File: src/rtl/enigma_stepper.sv
// Sequential front end for the combinational enigma core: accepts one letter,
// steps the three rotors (with the middle-rotor double step) and returns the result.
module enigma_stepper #(
  parameter int NOTCH1 = 16,
  parameter int NOTCH2 = 4
) (
  input  logic        clk,
  input  logic        rst_n,
  input  logic        pos_load,
  input  logic [4:0]  pos_n1,
  input  logic [4:0]  pos_n2,
  input  logic [4:0]  pos_n3,
  input  logic        in_valid,
  output logic        in_ready,
  input  logic [25:0] in_letter,
  output logic [25:0] core_letter,
  output logic [4:0]  core_n1,
  output logic [4:0]  core_n2,
  output logic [4:0]  core_n3,
  input  logic [25:0] core_out,
  output logic        out_valid,
  input  logic        out_ready,
  output logic [25:0] out_letter,
  output logic        out_err,
  output logic        load_err
);

  typedef enum logic [1:0] {IDLE, STEP, ENC, OUT} state_t;

  state_t      state, state_nxt;
  logic [4:0]  n1, n2, n3;
  logic        err_r;
  logic        load_req, load_ok, accept, step_en, enc_en, out_done;
  logic        carry2, carry3;

  function automatic logic is_one_hot(input logic [25:0] v);
    return (v != '0) && ((v & (v - 26'd1)) == '0);
  endfunction

  function automatic logic [4:0] wrap_inc(input logic [4:0] p);
    return (p == 5'd25) ? 5'd0 : p + 5'd1;
  endfunction

  always_ff @(posedge clk) begin
    if (!rst_n) state <= IDLE;
    else        state <= state_nxt;
  end

  always_comb begin
    state_nxt = state;
    case (state)
      IDLE: if (!pos_load && in_valid) state_nxt = STEP;
      STEP: state_nxt = ENC;
      ENC:  state_nxt = OUT;
      OUT:  if (out_ready) state_nxt = IDLE;
      default: state_nxt = IDLE;
    endcase
  end

  always_comb begin
    in_ready = (state == IDLE) && !pos_load;
    load_req = (state == IDLE) && pos_load;
    accept   = (state == IDLE) && !pos_load && in_valid;
    step_en  = (state == STEP);
    enc_en   = (state == ENC);
    out_done = (state == OUT) && out_ready;
  end

  // Both carries look at the pre-step positions, which yields the double step.
  assign carry2  = (n1 == 5'(NOTCH1)) || (n2 == 5'(NOTCH2));
  assign carry3  = (n2 == 5'(NOTCH2));
  assign load_ok = (pos_n1 <= 5'd25) && (pos_n2 <= 5'd25) && (pos_n3 <= 5'd25);

  always_ff @(posedge clk) begin
    if (!rst_n) begin
      n1          <= '0;
      n2          <= '0;
      n3          <= '0;
      core_letter <= '0;
      out_letter  <= '0;
      out_valid   <= 1'b0;
      out_err     <= 1'b0;
      load_err    <= 1'b0;
      err_r       <= 1'b0;
    end else begin
      load_err <= 1'b0;
      if (load_req) begin
        if (load_ok) begin
          n1 <= pos_n1;
          n2 <= pos_n2;
          n3 <= pos_n3;
        end else begin
          load_err <= 1'b1;
        end
      end
      if (accept) core_letter <= in_letter;
      if (step_en) begin
        err_r <= !is_one_hot(core_letter);
        if (is_one_hot(core_letter)) begin
          n1 <= wrap_inc(n1);
          if (carry2) n2 <= wrap_inc(n2);
          if (carry3) n3 <= wrap_inc(n3);
        end
      end
      if (enc_en) begin
        out_letter <= err_r ? '0 : core_out;
        out_err    <= err_r;
        out_valid  <= 1'b1;
      end
      if (out_done) begin
        out_valid <= 1'b0;
        out_err   <= 1'b0;
      end
    end
  end

  assign core_n1 = n1;
  assign core_n2 = n2;
  assign core_n3 = n3;

endmodule

File: config.mk
export PLATFORM = sky130hd
export DESIGN_NAME = enigma_stepper
export DESIGN_NICKNAME = d
export VERILOG_FILES = /design/src/rtl/enigma_stepper.sv
export SDC_FILE = /design/constraint.sdc
export NUM_CORES = 1
export LEC_CHECK = 0
export ABC_AREA = 1
export BUFFER_PORTS_ARGS = -buffer_cell sky130_fd_sc_hd__buf_2
export CORE_MARGIN = 1
export CORE_UTILIZATION = 25
export CTS_CLUSTER_DIAMETER = 40
export DETAILED_ROUTE_END_ITERATION = 12
export SYNTH_ARGS = -nofsm -noshare
export SYNTH_HDL_FRONTEND = slang
export SYNTH_SLANG_ARGS = --single-unit
export TNS_END_PERCENT = 100
File: constraint.sdc
create_clock -name clk -period 3.97 [get_ports clk]
set_input_delay 0.5955 -clock clk [delete_from_list [all_inputs] [get_ports clk]]
set_output_delay 0.5955 -clock clk [all_outputs]
set_load 0.01 [all_outputs]
==> impl_results.md, run 1 <==
- Fin area: 5221 sq um
- Hold buffers post-CTS: 0
- XOR/XNOR Fraction of Synth Area: 0.6508%
- Asr flop ratio synth: 0%
- Synth Area in Simple Gates: 39.32%
- Proportion of layout cells with a drive suffix above 1: 23.50%
- Min Clock Period, post-route: 2349 ps
- Status: finished, final reports clean
- Worst R2R Path Depth: 8
- Global Route Usage Sum: 14.71%
- Cells after synthesis: 629
- Row cnt: 46
- Detailed placer's ending HPWL: 8.751 mm
- Worst setup startpoint: state[0]
- Worst Setup EP: core_letter[20]
- Synth Area in Compound Gates: 11.68%
- Total number of vias: 4,230
- Initial drt markers: 270
- Mapped cell area: 4038 sq um
- Mux cell area share after synthesis: 0%
- Worst r2r src: state[0]
- Initial antenna violation count: 1
- Setup TNS: 0 ps
- Area delta synth->final: 29.32%
- Final worst slack: 1621 ps
- Commonest cells after routing, fill and taps aside: nand2_1, buf_2, nor2_1
- IO buf count: 142
- Worst setup SP type: flop
- Yosys warnings: 0
- Maximum net fanout on the critical path: 32
- Tightest Pin Transition: 1034 ps
- WS Path Type: flop to flop
- Drt wl/cell: 11.95 microns
- Num Clock Sinks: 73
- Clk root buf: clkbuf_16
- Starting Density: 25.51%
- Adder-cell share of the synthesized area: 4.029%
- Register area share after synthesis: 36.19%
- Syn Nets: 714
- Post-synth EDFFs: 0
- Clock tree buffer depth: 2
- Ports: 143
- Max-cap violations: 0
- TritonCTS clock tree: yes
- Tot Pwr: 3.096 mW
- Final net count: 846
- CP endpoint kind: flop
- Pins Over Slew Limit: 0
- H-tree depth: 3
- Drt pass-1 iters: 4
- CTS clk-pin slew, worst paths: 60 ps
- Vias in the first global route: 3,883
- Final GP Congestion: 0.7904
- Setup-failing EPs final: 0
- Hold_sp: out_letter[17]
- Grt ovf: 0
- Setup Skew: 6.637 ps
- Post-DR vias/cell: 4.308
- Critical R2R Capture: core_letter[20]
- Syn avg cell area: 6.419 sq um
- First-pass GRT wire length: 19.15 mm
- Pwr dens: 593.0 nW/um^2
- Post-CTS Resized: 0
- Largest family of logic cells by synthesized area: simple AND/OR/NAND/NOR gates
- Synth Flop Type: dfxtp_1
- Clock latency on the worst-skew pair: 350 ps
- P_leak: 2.643 nW
- Max transition margin: 30.91%
- RSZ-0062 raised after global routing: false
- Most common cell after layout, fill and taps aside: nand2_1
- CTS buffer count: 9
- Place WS: 1380 ps
- VDD IR max: 0.2812 mV
- Die Area: 16,660 sq um
- Post-CTS Setup Bufs: 0
- Routed Antenna Nets: 0
- Antenna Cells: 0
- Dpl cell area: 4938 sq um
- Yosys cell types: 33
- Worst Path Required: 4160 ps
- WL final: 11.73 mm
- Die X: 129.1 microns
- Yosys reg bits: 73
- Flop-to-flop setup slack: 1620 ps
- F_max: 425.7 MHz
- Fin crit share: 59.17%
- Post-route DRC: 0
- Critical Path AT: 2540 ps
- Chip Height: 129.1 microns
- Min-delay worst type: flop to flop
- Final Hold Vio Count: 0
- Largest net degree at the start of global routing: 33
- Core area: 15,830 sq um
==> final cells by class <==
type                       count  area [sq um]
fill                        1760         10610
tap                          216         270.3
clock inverter                 5         40.04
timing repair buffer         144         725.7
sequential                    73          1461
inverter                      62         232.7
multi-input combinational    471          2248
clock buffer                  11         242.7
==> how the worst min path moves through the flow <==
stage / endpoint / slack (ps) / cells after the start
3_5_place_dp: out_letter[15] / 460 / 2
4_1_cts: out_letter[2] / 470 / 2
3_3_place_gp: out_letter[23] / 450 / 2
5_1_grt: out_letter[23] / 480 / 2
2_1_floorplan: err_r / 460 / 2
6_report: out_letter[17] / 470 / 2
==> metrics by stage <==
stage	utilization, %	hold slack, ps	std cells
global placement	31.20	448.5	966
CTS	32.99	467.0	982
finish	32.99	465.4	982
detailed placement	31.20	455.6	966
floorplan	-	462.9	629
global route	32.99	475.3	982
==> state kept, by name, summed over array words and instances (netlist names) <==
signal       count
core_n1          5
state            2
core_n3          5
out_err          1
load_err         1
err_r            1
out_valid        1
out_letter      26
core_letter     26
core_n2          5
==> power breakdown <==
group / internal [mW] / total, mW / switching, mW
combinational: 0.465 / 1.29 / 0.825
sequential: 0.878 / 1.02 / 0.146
clock: 0.444 / 0.782 / 0.339
total: 1.79 / 3.10 / 1.31
==> logic make-up after synthesis <==
family / count (synthesis)
AND/OR/NAND/NOR: 366
adder cells (fa/ha/maj): 13
XOR/XNOR: 3
AO/OA/AOI/OAI: 89
buffers and inverters: 85
flip-flops: 73
==> metal layers <==
metal | GRT usage (%) | share of wire (%) | up-vias
met2 | 23.43 | 45 | 110
met4 | 4.429 | 1.1 | 2
met1 | 18.19 | 46 | 1841
li1 | - | - | 2267
met3 | 5.904 | 7.3 | 10
met5 | 0 | 0.11 | -
==> Yosys cell counts (2+ instances only) <==
cell type,number,area [sq um]
a21oi_1,62,310.3
o21ai_1,8,40.04
dfxtp_1,73,1461
clkinv_1,2,7.510
nand2_2,5,31.28
o21bai_1,2,15.01
nor2_2,4,25.02
nand2_1,201,754.5
ha_1,13,162.7
o211ai_1,2,15.01
nor2_1,78,292.8
nand4_1,9,56.30
xnor2_1,2,17.52
nand3_1,52,260.3
clkbuf_1,21,78.83
nor3_1,4,20.02
inv_1,60,225.2
o21ai_0,11,55.05
nand3_2,2,20.02
nor2_4,4,45.04
nand3b_1,2,15.01
==> worst max-delay path: stages, from the launching register on <==
cell     delay (ps)
dfxtp_1         330
inv_1           120
ha_1            190
inv_1            60
nor2_1           80
buf_4           260
nand2_1         670
o21ai_0         420
a21oi_1          60
Power figures use the tool's default switching activity.
==> run 2: changes to the inputs <==
==> constraint.sdc (replaced) <==
create_clock -name clk -period 2.3 [get_ports clk]
set_input_delay 0.345 -clock clk [delete_from_list [all_inputs] [get_ports clk]]
set_output_delay 0.345 -clock clk [all_outputs]
set_load 0.01 [all_outputs]
==> run 2 against run 1 <==
Net effect:
- power is 83% higher
- register-to-register slack worse by 1300 ps
- sequential cell count stayed put
- cell count increased by 0.61%
- fmax rose by 17%
- combinational power is 75% higher
- sequential power rose by 74%
- clock skew shrank 1.8 ps
- worst hold slack lost 230 ps
- critical path depth rose by 5
- critical path type unchanged
==> impl_results.md, run 2 (synthesized netlist as in run 1, its figures left out) <==
- Area delta synth->final: 31.95%
- Tightest Pin Transition: 779.1 ps
- WS Path Type: flop to flop
- Hold Crit Depth: 3
- Setup TNS: 0 ps
- Commonest cells after routing, fill and taps aside: nand2_1, buf_2, nor2_1
- Post-route DRC: 0
- Clock tree buffer depth: 2
- Max-cap violations: 0
- Worst setup SP type: flop
- Critical R2R Capture: core_n1[1]
- RSZ-0062 raised after global routing: false
- Hold_sp: core_out[19]
- Row cnt: 46
- Final GP Congestion: 0.8553
- Worst Path Required: 2540 ps
- Starting Density: 25.51%
- VDD IR max: 0.4764 mV
- Tot Pwr: 5.665 mW
- CP cell instances: inv_1, ha_1, nand2_1, nor2_1, nand3_1, nor2_1, nand2_1, nor2_1, nand2_2, nor2_8, nand2_2, a21oi_1, nor2_1
- Critical Path AT: 2250 ps
- Initial antenna violation count: 1
- Buf/Inv on CP: 1
- Setup-failing EPs final: 0
- Initial drt markers: 223
- Hold buffers post-CTS: 0
- Chip Height: 129.1 microns
- Critical path's largest stage delay: 330 ps
- Top cell family by delay on the critical path: simple AND/OR/NAND/NOR gates
- Clk root buf: clkbuf_16
- Antenna Cells: 0
- Clock latency on the worst-skew pair: 350 ps
- Final net count: 852
- IO buf count: 142
- Global Route Usage Sum: 15.20%
- Fillers: 1,772
- Most common cell after layout, fill and taps aside: nand2_1
- CTS buffer count: 9
- Pins Over Slew Limit: 0
- Ports: 143
- Worst Hold Endpoint: out_letter[19]
- CP endpoint kind: flop
- Pwr dens: 1063 nW/um^2
- Proportion of layout cells with a drive suffix above 1: 24.09%
- P_leak: 2.706 nW
- Worst R2R Path Depth: 13
- Setup Skew: 4.877 ps
- F_max: 496.7 MHz
- Stages on worst setup path: 13
- Post-DR vias/cell: 4.349
- Flop-to-flop setup slack: 290 ps
- Vias in the first global route: 4,007
- Post-CTS Setup Bufs: 0
- Critical-path top delay cell: dfxtp_1
- Fin crit share: 87.53%
- H-tree depth: 3
- Total number of vias: 4,297
- Die Area: 16,660 sq um
- Die X: 129.1 microns
- Core area: 15,830 sq um
- Grt ovf: 0
- Worst r2r src: state[1]
- Post-CTS Resized: 0
- CTS clk-pin slew, worst paths: 60 ps
- CP dominant cell by count: nor2_1
- Drt wl/cell: 12.17 microns
- Detailed placer's ending HPWL: 9.128 mm
- WL final: 12.02 mm
- Top flop regs: core_letter: 26 flops, out_letter: 26 flops
- Largest net degree at the start of global routing: 27
- Min-delay worst type: primary input to flop
- First-pass GRT wire length: 19.64 mm
- Max transition margin: 47.74%
- Drt pass-1 iters: 5
- Maximum net fanout on the critical path: 11
- Status: finished, final reports clean
- Min Clock Period, post-route: 2013 ps
- Routed Antenna Nets: 0
- TritonCTS clock tree: yes
- Final Hold Vio Count: 0
- Num Clock Sinks: 73
run 2: cell types whose count changed in the layout (fill, tap and decap cells not counted):
cell	delta
buf_4	+6
bufinv_16	+3
clkinvlp_4	-2
clkbuf_8	-1
run 2: tightest hold or removal path: cells and delay by family:
kind	cells	cell delay, ps
buf+inv	1	90
simple gates	1	50
compound gates	1	50
run 2: layout make-up:
cell class,instances,area (sq um),area share (%)
clock inverter,6,115.1,2.161
inverter,62,232.7,4.368
tap,216,270.3,5.073
clock buffer,10,229.0,4.298
timing repair buffer,150,770.7,14.47
sequential,73,1461,27.43
multi-input combinational,471,2248,42.20
run 2: where the power goes:
part	internal [mW]	switching [mW]	total, mW
clock	1.07	0.576	1.64
combinational	0.822	1.43	2.26
sequential	1.52	0.250	1.77
total	3.40	2.26	5.66
run 2: metal layers:
metal	part of all wire, %	global-route usage [%]
met3	7.0	5.739
met4	1.4	4.706
met2	46	24.96
met1	46	18.37
met5	0	0
run 2: worst max path at each step:
stage / start / end / slack, ps
after detailed placement: state[1] / core_n2[3] / 290
after CTS: state[1] / in_ready / 260
after global routing: state[1] / core_n1[1] / 30
after global placement: state[1] / core_n2[4] / 300
after floorplan: core_letter[0] / core_n1[0] / 550
final: state[1] / core_n1[1] / 290
run 2: metrics by stage:
step | hold slack (ps) | std cells | utilization [%] | setup WS (ps) | area, sq um
2_1_floorplan | 462.9 | 629 | - | 551.4 | 4038
3_3_place_gp | 449.0 | 972 | 31.49 | 297.9 | 4984
3_5_place_dp | 455.0 | 972 | 31.49 | 287.0 | 4984
4_1_cts | 223.2 | 988 | 33.66 | 258.1 | 5328
5_1_grt | 225.8 | 988 | 33.66 | 34.23 | 5328
6_report | 238.6 | 988 | 33.66 | 286.8 | 5328
==> run 3: changes to the inputs <==
--- a/config.mk
+++ b/config.mk
@@ -7,6 +7,7 @@
 export LEC_CHECK = 0
 export ABC_AREA = 1
 export BUFFER_PORTS_ARGS = -buffer_cell sky130_fd_sc_hd__buf_2
+export CORE_ASPECT_RATIO = 1.4
 export CORE_MARGIN = 1
 export CORE_UTILIZATION = 25
 export CTS_CLUSTER_DIAMETER = 40
==> run 3 against run 2 <==
Net effect:
- die area is essentially flat
- worst hold slack gained 11 ps
- sequential power is essentially flat
- critical path depth shrank 2
- worst setup slack gained 31 ps
- register-to-register slack gained 30 ps
- via count grew 1.7%
- first-iteration DRC count shrank 45%
- clock power grew 6%
- fmax grew 1.6%
- global-route usage grew 0.082 points
- final area grew 0.12%
- critical path type unchanged
==> impl_results.md, run 3 (synthesized netlist as in run 1, its figures left out) <==
- Status: finished, final reports clean
- Clock Power Share: 30.2%
- Initial drt markers: 122
- Buf/Inv on CP: 1
- Clock tree buffer depth: 2
- Min-delay worst type: primary input to flop
- Final net count: 853
- P_leak: 2.727 nW
- Min Clock Period, post-route: 1982 ps
- CP dominant cell by count: nand2_1
- Post-DR vias/cell: 4.510
- Final Hold Vio Count: 0
- Switching pwr: 2.245 mW
- Maximum net fanout on the critical path: 10
- Clk root buf: clkbuf_16
- Commonest cells after routing, fill and taps aside: nand2_1, buf_2, nor2_1
- Proportion of layout cells with a drive suffix above 1: 24.32%
- Comb power frac: 39.0%
- Grt ovf: 0
- Flop-to-flop setup slack: 320 ps
- CTS clk-pin slew, worst paths: 60 ps
- Max transition margin: 51.57%
- CTS buffer count: 9
- Die Area: 16,670 sq um
- Setup TNS: 0 ps
- VDD IR max: 0.4441 mV
- Drt wl/cell: 12.53 microns
- Worst hold margin: 249.4 ps
- Critical Path AT: 2260 ps
- Clock latency on the worst-skew pair: 330 ps
- Vias in the first global route: 4,287
- Max-cap violations: 0
- Num Clock Sinks: 73
- Row cnt: 54
- Post-CTS Setup Bufs: 0
- Core area: 15,680 sq um
- Internal power: 3.520 mW
- Pwr dens: 1081 nW/um^2
- Final GP Congestion: 0.8884
- Critical-path top delay cell: dfxtp_1
- Total number of vias: 4,370
- Placed Cells: 953
- WS Path Type: flop to flop
- Area delta synth->final: 32.10%
- F_max: 504.6 MHz
- Global Route Usage Sum: 15.28%
- Pins Over Slew Limit: 0
- Worst r2r src: core_letter[6]
- Chip Height: 152.4 microns
- Die X: 109.4 microns
- Worst Hold Endpoint: out_letter[20]
- Largest net degree at the start of global routing: 28
- Finished Layout Cells: 969
- WL final: 12.14 mm
- Top cell family by delay on the critical path: simple AND/OR/NAND/NOR gates
- H-tree depth: 3
- Hold buffers post-CTS: 0
- CP cell instances: nor2_1, nand2_1, nor2_2, nand2_1, o21ai_1, inv_1, nor2_4, nand4_2, nand2_1, nand2_1, nor2_1
- Worst R2R Path Depth: 11
- CP endpoint kind: flop
- Initial antenna violation count: 0
- Sequential power share: 30.8%
- Fin crit share: 86.16%
- Post-CTS Resized: 0
- Top flop regs: core_letter: 26 flops, out_letter: 26 flops
- Critical path's largest stage delay: 360 ps
- Ports: 143
- Worst Path Required: 2580 ps
- Post-route DRC: 0
- Sequential cell area: 1461 sq um
- Tightest Pin Transition: 722.0 ps
- Fin area: 5334 sq um
- IO buf count: 142
- Dpl cell area: 4966 sq um
- Hold Crit Depth: 3
- Setup Skew: 7.366 ps
- Core Util, Final: 34.03%
- Critical R2R Capture: core_n2[3]
- Drt pass-1 iters: 4
- TritonCTS clock tree: yes
- First-pass GRT wire length: 20.28 mm
- Fillers: 1,766
- Routed Antenna Nets: 0
- Hold_sp: core_out[20]
- Starting Density: 25.76%
- Sw frac: 38.94%
- Worst setup SP type: flop
- Antenna Cells: 0
- Setup-failing EPs final: 0
- Detailed placer's ending HPWL: 9.222 mm
- Area of the multi-input gates: 2248 sq um
- RSZ-0062 raised after global routing: false
- Most common cell after layout, fill and taps aside: nand2_1
==> run 3: worst max-delay path by stage <==
stage	from	end	cells past startpoint
after floorplan	core_letter[0]	core_n1[0]	13
after global placement	state[1]	core_n1[0]	13
after detailed placement	core_letter[0]	core_n2[2]	10
after CTS	core_letter[6]	core_n2[2]	10
after global routing	core_letter[8]	core_n2[1]	10
final	core_letter[6]	core_n2[3]	11
==> run 3: power by group through the flow <==
| stage | clock network [mW] | logic [mW] | registers (mW) |
|---|---|---|---|
| floorplan | 0 | 1.52 | 1.84 |
| global placement | 0 | 2.27 | 1.80 |
| detailed placement | 0 | 2.26 | 1.80 |
| CTS | 1.78 | 2.28 | 1.78 |
| global route | 1.83 | 2.62 | 1.81 |
| finish | 1.74 | 2.25 | 1.77 |
==> run 3: layout make-up <==
class	count	area share [%]
clock buffer	9	4.222
clock inverter	7	2.674
inverter	62	4.363
multi-input combinational	471	42.15
sequential	73	27.40
tap	196	4.598
timing repair buffer	151	14.59
==> run 3: through the flow <==
stage | worst slack [ps] | total power, mW
floorplan | 551.4 | 3.368
global placement | 315.6 | 4.064
detailed placement | 319.6 | 4.054
CTS | 310.1 | 5.837
global route | 10.06 | 6.263
finish | 318.2 | 5.765
==> run 3: metal layers <==
| layer | GRT usage (%) | share of wire [%] |
|---|---|---|
| met5 | 0 | 0 |
| met4 | 7.810 | 3.7 |
| met3 | 3.336 | 4.4 |
| met2 | 27.31 | 51 |
| met1 | 16.43 | 41 |
==> run 3: worst register-to-register path, cell delays in order, from the launching register on <==
cell     delay [ps]
dfxtp_1         360
nor2_1          210
nand2_1         130
nor2_2          130
nand2_1          80
o21ai_1         140
inv_1            80
nor2_4          220
nand4_2         300
nand2_1         150
nand2_1          60
nor2_1           80
